<file path="src/rtl/bus_pkg.sv">
// Shared bus encodings for the core / memory interface.
package bus_pkg;

  // d_width encodings; 2'd3 is illegal
  localparam logic [1:0] W_BYTE = 2'd0;
  localparam logic [1:0] W_HALF = 2'd1;
  localparam logic [1:0] W_WORD = 2'd2;

  // Owner of the access whose response is due next cycle
  typedef enum logic {
    OWN_I = 1'b0,
    OWN_D = 1'b1
  } owner_e;

  // Response tag: rd marks an issued read, tail is the data byte offset
  typedef struct packed {
    logic       rd;
    owner_e     owner;
    logic [1:0] tail;
  } resp_tag_t;

  // MMIO is decoded upstream; these addresses are out of range for the arbiter
  localparam logic [31:0] MMIO_BASE      = 32'h4000_0000;
  localparam logic [31:0] MMIO_DEBUG_OUT = MMIO_BASE + 32'd4;
  localparam logic [31:0] MMIO_TIMER     = MMIO_BASE + 32'd8;

endpackage

</file>
<file path="src/rtl/lane_align.sv">
// Byte-lane helper: write byte enables and shift, read shift, alignment check.
module lane_align
  import bus_pkg::*;
(
  input  logic [1:0]  width,
  input  logic [1:0]  wr_tail,
  input  logic [31:0] wdata,
  input  logic [1:0]  rd_tail,
  input  logic [31:0] rdata,
  output logic [3:0]  be,
  output logic [31:0] wdata_sh,
  output logic [31:0] rdata_sh,
  output logic        misaligned
);

  // Byte enables per width; illegal width counts as misaligned
  always_comb begin
    be         = 4'b0000;
    misaligned = 1'b0;
    case (width)
      W_BYTE: be = 4'b0001 << wr_tail;
      W_HALF: begin
        be         = 4'b0011 << wr_tail;
        misaligned = (wr_tail == 2'd3);
      end
      W_WORD: begin
        be         = 4'b1111;
        misaligned = (wr_tail != 2'd0);
      end
      default: misaligned = 1'b1;
    endcase
  end

  // Move right-justified write data onto its lanes, and read lanes back down
  always_comb begin
    wdata_sh = wdata << {wr_tail, 3'b000};
    rdata_sh = rdata >> {rd_tail, 3'b000};
  end

endmodule

</file>
<file path="src/rtl/mem_port_arbiter.sv">
// Shares one byte-writable single-port memory between fetch and data ports.
//
// Arbitration is combinational: data wins unless a pending fetch has lost
// STARVE_LIMIT consecutive cycles. A registered response tag steers the
// memory read data to the owning port one cycle after the grant.
module mem_port_arbiter
  import bus_pkg::*;
#(
  parameter int MEM_WORDS    = 4096,
  parameter int STARVE_LIMIT = 4,
  localparam int AW          = $clog2(MEM_WORDS)
) (
  input  logic          clock,
  input  logic          reset,
  input  logic          i_req,
  input  logic [31:0]   i_addr,
  output logic          i_gnt,
  output logic          i_rvalid,
  output logic [31:0]   i_rdata,
  input  logic          d_req,
  input  logic          d_we,
  input  logic [1:0]    d_width,
  input  logic [31:0]   d_addr,
  input  logic [31:0]   d_wdata,
  output logic          d_gnt,
  output logic          d_rvalid,
  output logic [31:0]   d_rdata,
  output logic          d_err,
  output logic          m_en,
  output logic [3:0]    m_be,
  output logic [AW-1:0] m_addr,
  output logic [31:0]   m_wdata,
  input  logic [31:0]   m_rdata
);

  localparam logic [32:0] BYTE_LIMIT = 33'(MEM_WORDS) << 2;
  localparam logic [3:0]  STARVE_MAX = 4'(STARVE_LIMIT);

  logic [3:0]  starve_q, starve_d;
  resp_tag_t   tag_q, tag_d;
  logic [31:0] i_rdata_q, i_rdata_d;
  logic [31:0] d_rdata_q, d_rdata_d;

  logic        fetch_win;
  logic        d_bad;
  logic        d_ok;
  logic [3:0]  lane_be;
  logic [31:0] lane_wdata;
  logic [31:0] lane_rdata;
  logic        lane_misaligned;
  logic        unused_addr_bits;

  // Fetch ignores its byte offset and wraps modulo the memory depth
  assign unused_addr_bits = ^{i_addr[1:0], i_addr[31:AW+2]};

  lane_align u_lane_align (
    .width      (d_width),
    .wr_tail    (d_addr[1:0]),
    .wdata      (d_wdata),
    .rd_tail    (tag_q.tail),
    .rdata      (m_rdata),
    .be         (lane_be),
    .wdata_sh   (lane_wdata),
    .rdata_sh   (lane_rdata),
    .misaligned (lane_misaligned)
  );

  // Grant selection and request checks; nothing is granted during reset
  always_comb begin
    fetch_win = i_req && (!d_req || (starve_q == STARVE_MAX));
    i_gnt     = !reset && fetch_win;
    d_gnt     = !reset && d_req && !fetch_win;
    d_bad     = lane_misaligned || ({1'b0, d_addr} >= BYTE_LIMIT);
    d_ok      = d_gnt && !d_bad;
    d_err     = d_gnt && d_bad;
  end

  // Memory-side drive; rejected data requests leave the memory idle
  always_comb begin
    m_en    = i_gnt || d_ok;
    m_be    = 4'b0000;
    m_wdata = 32'h0;
    m_addr  = d_addr[AW+1:2];
    if (i_gnt) begin
      m_addr = i_addr[AW+1:2];
    end else if (d_ok && d_we) begin
      m_be    = lane_be;
      m_wdata = lane_wdata;
    end
  end

  // Starvation count: cleared on fetch grant, idle fetch port or reset
  always_comb begin
    starve_d = starve_q;
    if (reset || !i_req || i_gnt) begin
      starve_d = 4'd0;
    end else if (starve_q != 4'hF) begin
      starve_d = starve_q + 4'd1;
    end
  end

  // Response tag for the access issued this cycle; writes and errors carry no read
  always_comb begin
    tag_d       = '0;
    tag_d.rd    = i_gnt || (d_ok && !d_we);
    tag_d.owner = i_gnt ? OWN_I : OWN_D;
    tag_d.tail  = d_addr[1:0];
    if (reset) begin
      tag_d = '0;
    end
  end

  // Response delivery; a pending read is dropped if reset arrives first
  always_comb begin
    i_rvalid  = !reset && tag_q.rd && (tag_q.owner == OWN_I);
    d_rvalid  = !reset && tag_q.rd && (tag_q.owner == OWN_D);
    i_rdata   = i_rvalid ? m_rdata : i_rdata_q;
    d_rdata   = d_rvalid ? lane_rdata : d_rdata_q;
    i_rdata_d = reset ? 32'h0 : i_rdata;
    d_rdata_d = reset ? 32'h0 : d_rdata;
  end

  // State registers
  always_ff @(posedge clock) begin
    starve_q  <= starve_d;
    tag_q     <= tag_d;
    i_rdata_q <= i_rdata_d;
    d_rdata_q <= d_rdata_d;
  end

endmodule
</file>
<file path="config.mk">
export PLATFORM = sky130hd
export DESIGN_NAME = mem_port_arbiter
export DESIGN_NICKNAME = d
export VERILOG_FILES = /design/src/rtl/bus_pkg.sv /design/src/rtl/lane_align.sv /design/src/rtl/mem_port_arbiter.sv
export SDC_FILE = /design/constraint.sdc
export NUM_CORES = 1
export LEC_CHECK = 0
export ABC_CLOCK_PERIOD_IN_PS = 1750
export CAP_MARGIN = 20
export CELL_PAD_IN_SITES_DETAIL_PLACEMENT = 2
export CELL_PAD_IN_SITES_GLOBAL_PLACEMENT = 2
export CORE_MARGIN = 4
export CORE_UTILIZATION = 20
export DETAILED_ROUTE_END_ITERATION = 7
export PLACE_DENSITY_LB_ADDON = 0.1
export RECOVER_POWER = 25
export SLEW_MARGIN = 10
export SYNTH_ARGS = -nofsm -noshare
export SYNTH_HDL_FRONTEND = slang
export SYNTH_SLANG_ARGS = --single-unit
</file>
<file path="constraint.sdc">
create_clock -name clock -period 1.75 [get_ports clock]
set_input_delay 0.35 -clock clock [delete_from_list [all_inputs] [get_ports clock]]
set_output_delay 0.35 -clock clock [all_outputs]
set_load 0.05 [all_outputs]
</file>
==> run summary <==
• **post-synthesis async set-or-reset flop share** 0%
• **total cell area at the placement stage** 9250 µm²
• **layout cells sized above 1** 61.2%
• **worst slack after detailed placement** -810 ps
• **RSZ-0062 raised after global routing** true
• **remaining antenna violation count** 0
• **via/cell ratio** 4.54
• **total leakage power** 4.67 nW
• **period utilisation layout** 140%
• **data required time of the critical path** 1400 ps
• **Antenna Diode Count** 0
• **type of the tightest min-delay check** input pin to register
• **Pins Over Slew Limit** 0
• **root buffer selected by CTS** sky130_fd_sc_hd__clkbuf_16
• **failing checks** setup timing
• **area share of and/or/nand/nor cells after synthesis** 23.3%
• **Total Negative Setup Slacks** -51,220 ps
• **Max Cap Violations** 0
• **most common library cell in the layout ignoring fill and taps** sky130_fd_sc_hd__buf_4
• **I/O pin count** 253
• **core outline area** 22,800 µm²
• **Routability Congestion** 0.750
• **Synth-to-Final Area Change** 141%
• **number of global-route vias before repair** 6,431
• **Worst setup SP type** register
• **final worst hold slack** 364 ps
• **total CTS buffers** 9
• **Internal Pwr Total** 0.00398 W
• **total power per unit cell area** 505 nW/µm²
• **synthesized-area fraction occupied by ao, oa, aoi and oai cells** 12.3%
• **Initial Util** 20.5%
• **register cell area after layout** 1450 µm²
• **NumNets Final** 1,006
• **clock edge transition at the registers on the reported setup and hold paths** 60 ps
• **wirelength, routed** 27.0 mm
• **outcome** finished with violations
• **total track usage** 20.1%
• **area share of xor/xnor cells in the synthesized design** 0.188%
• **number of flops mapped to enable cells by yosys** 0
• **Min Clock Period, post-route** 2460 ps
• **transition time at the pin with the least slew margin** 672 ps
• **antenna violations before repair** 0
• **via count** 5,387
• **switching power as a share of total power** 29.9%
• **final non-filler cell area** 11,300 µm²
• **deepest level of the CTS H-tree** 3
• **element type at the critical path end** output pin
• **Worst R2R Path Depth** 5
• **total congestion overflow** 0
• **Synth Area in Adders** 0.536%
• **clock tree from TritonCTS** done
• **initial detailed-routing violation count** 111
• **data arrival time at the worst-slack endpoint** 2110 ps
• **NetSw** 0.00170 W
• **Rel. slew slack** 55.2%
• **Final HPWL DP** 18.1 mm
• **register-to-register path setup slack** 10 ps
• **count of clock tree sinks** 72
• **latest clock arrival within the worst-skew pair** 340 ps
• **combinational fraction of design power** 31.7%
• **fill cell total of the finished layout** 2,196
• **clock skew** 5.03 ps
• **horizontal extent of the die** 161 µm
• **total iterations of the first detailed-routing run** 4
• **number of hold violations in the final report** 0
• **share of the core filled with cells in the final layout** 49.4%
• **Die Ht** 161 µm
• **worst voltage drop across the vdd grid** 0.343 mV
• **largest driver fanout on the critical path** 6
• **DRC errors left** 0
• **portion of the post-synthesis area used by sequential elements** 30.9%
• **Synth Warn #** 0
• **maximum number of pins on one net before global-route repair** 53
• **class of the most critical setup path** register to output pin
• **buffers from clock root to sink, at most** 2
• **portion of netlist area occupied by mux cells** 26.1%
• **worst flop-to-flop path startpoint** tag_q[0]
• **post-synthesis register bit count** 72
• **relative contribution of sequential cells to total power** 29.6%
• **floorplan row count** 55
• **number of library cell types mapped by synthesis** 49
• **post-route worst setup slack** -708 ps
• **combinational family with the most area after synthesis** multiplexers
• **crit path capture** m_wdata[0]
• **drt wl/cell** 22.7 µm
• **die footprint** 25,800 µm²
• **capture instance of the worst register-to-register path** d_rdata_q[0]
• **highest attainable clock frequency** 0.407 GHz
• **post-synthesis net count** 625
• **quantity of I/O buffers inserted on ports** 232
• **cells after synthesis** 488
• **synthesized area** 4670 µm²
• **Setup violations, final** 118
• **area of the multi-input gates** 4120 µm²
• **top flip-flop cell by instance count after synthesis** sky130_fd_sc_hd__dfxtp_1
• **clock network fraction of total power** 38.7%
• **critical path startpoint** starve_q[1]
• **Syn Area/Cell** 9.56 µm²
• **global-route wire length before repair** 40.5 mm
• **commonest cells after routing, fill and taps aside** 105 x sky130_fd_sc_hd__buf_4, 83 x sky130_fd_sc_hd__clkdlybuf4s50_1, 82 x sky130_fd_sc_hd__buf_6
[worst min path at each step]
stage	end	from	cells after the start	slack [ps]
finish	tag_q[2]	reset	3	360
global route	tag_q[2]	reset	3	380
CTS	tag_q[2]	reset	3	360
detailed placement	d_rdata_q[22]	d_rdata_q[22]	2	480
global placement	d_rdata_q[19]	d_rdata_q[19]	2	470
floorplan	d_rdata_q[16]	d_rdata_q[16]	2	460
[final cells by class]
| class | count | share of cell area, % |
|---|---|---|
| Clock buffer | 10 | 2.03 |
| Tap cell | 313 | 3.48 |
| Sequential cell | 72 | 12.9 |
| Multi-Input combinational cell | 365 | 36.6 |
| Inverter | 7 | 0.289 |
| Clock inverter | 6 | 1.02 |
| Timing Repair Buffer | 414 | 43.7 |
[critical path, stage by stage, from the launching register on]
cell,delay [ps]
sky130_fd_sc_hd__dfxtp_2,350
sky130_fd_sc_hd__inv_2,50
sky130_fd_sc_hd__ha_4,160
sky130_fd_sc_hd__nand4b_1,190
sky130_fd_sc_hd__nand4b_4,200
sky130_fd_sc_hd__buf_12,190
sky130_fd_sc_hd__buf_6,120
sky130_fd_sc_hd__nor4_4,310
sky130_fd_sc_hd__buf_12,180
[metal layers]
layer	global-route usage (%)	vias up	wire length (µm)
met5	0	-	0
met4	4.11	0	271
met3	5.44	17	1610
met2	37.8	158	14600
met1	22.8	2665	10500
li1	-	2547	-
[power by group through the flow]
stage / registers (W) / clock network, W / logic, W
after floorplan: 0.00171 / 0 / 0.000782
after global placement: 0.00171 / 0 / 0.00152
after detailed placement: 0.00171 / 0 / 0.00155
after CTS: 0.00168 / 0.00225 / 0.00175
after global routing: 0.00168 / 0.00231 / 0.00189
final: 0.00168 / 0.00220 / 0.00180
[cell usage after synthesis (3+ instances only)]
cell type	number	share of area, %
sky130_fd_sc_hd__dfxtp_1	72	31
sky130_fd_sc_hd__nand2_1	57	4.6
sky130_fd_sc_hd__mux2_2	47	11
sky130_fd_sc_hd__nor2b_1	42	5.6
sky130_fd_sc_hd__a21oi_1	25	2.7
sky130_fd_sc_hd__mux2i_1	25	5.4
sky130_fd_sc_hd__nor4_1	23	3.1
sky130_fd_sc_hd__nor2_1	17	1.4
sky130_fd_sc_hd__clkbuf_1	15	1.2
sky130_fd_sc_hd__mux2_1	15	3.6
sky130_fd_sc_hd__buf_6	11	2.7
sky130_fd_sc_hd__nand3_1	10	1.1
sky130_fd_sc_hd__a2111oi_2	9	2.9
sky130_fd_sc_hd__a211oi_1	9	1.4
sky130_fd_sc_hd__buf_2	9	0.97
sky130_fd_sc_hd__a22oi_1	8	1.3
sky130_fd_sc_hd__a2bb2oi_1	8	1.5
sky130_fd_sc_hd__mux4_2	8	3.9
sky130_fd_sc_hd__or2_2	8	1.1
sky130_fd_sc_hd__or3_1	8	1.1
sky130_fd_sc_hd__buf_4	7	1.1
sky130_fd_sc_hd__nor4_2	7	1.9
sky130_fd_sc_hd__inv_1	6	0.48
sky130_fd_sc_hd__mux2_4	6	1.9
sky130_fd_sc_hd__and2b_1	3	0.48
sky130_fd_sc_hd__nand3b_1	3	0.48
sky130_fd_sc_hd__o21ai_0	3	0.32
[logic make-up after synthesis]
group,Yosys count
xor+xnor,1
fa+ha+maj,2
compound gates,72
flops,72
simple gates,189
mux,101
buf+inv,51
[sequential cells by signal (all words and copies together), names as in the netlist]
| signal | cells |
|---|---|
| tag_q | 4 |
| d_rdata_q | 32 |
| starve_q | 4 |
| i_rdata_q | 32 |
[through the flow]
step	power (W)	std cells
after floorplan	0.00249	488
after global placement	0.00323	1103
after detailed placement	0.00326	1103
after CTS	0.00568	1176
after global routing	0.00588	1187
final	0.00568	1187
[timing repair]
action / CTS / global route
gates cloned: 10 / 1
gates resized for setup: 280 / 50
buffers inserted: 51 / 16
setup endpoints to repair: 119 / 120
hold buffers: 0 / 0
pin swaps: 58 / 23
Note: power is estimated with default switching activity, not from simulation.
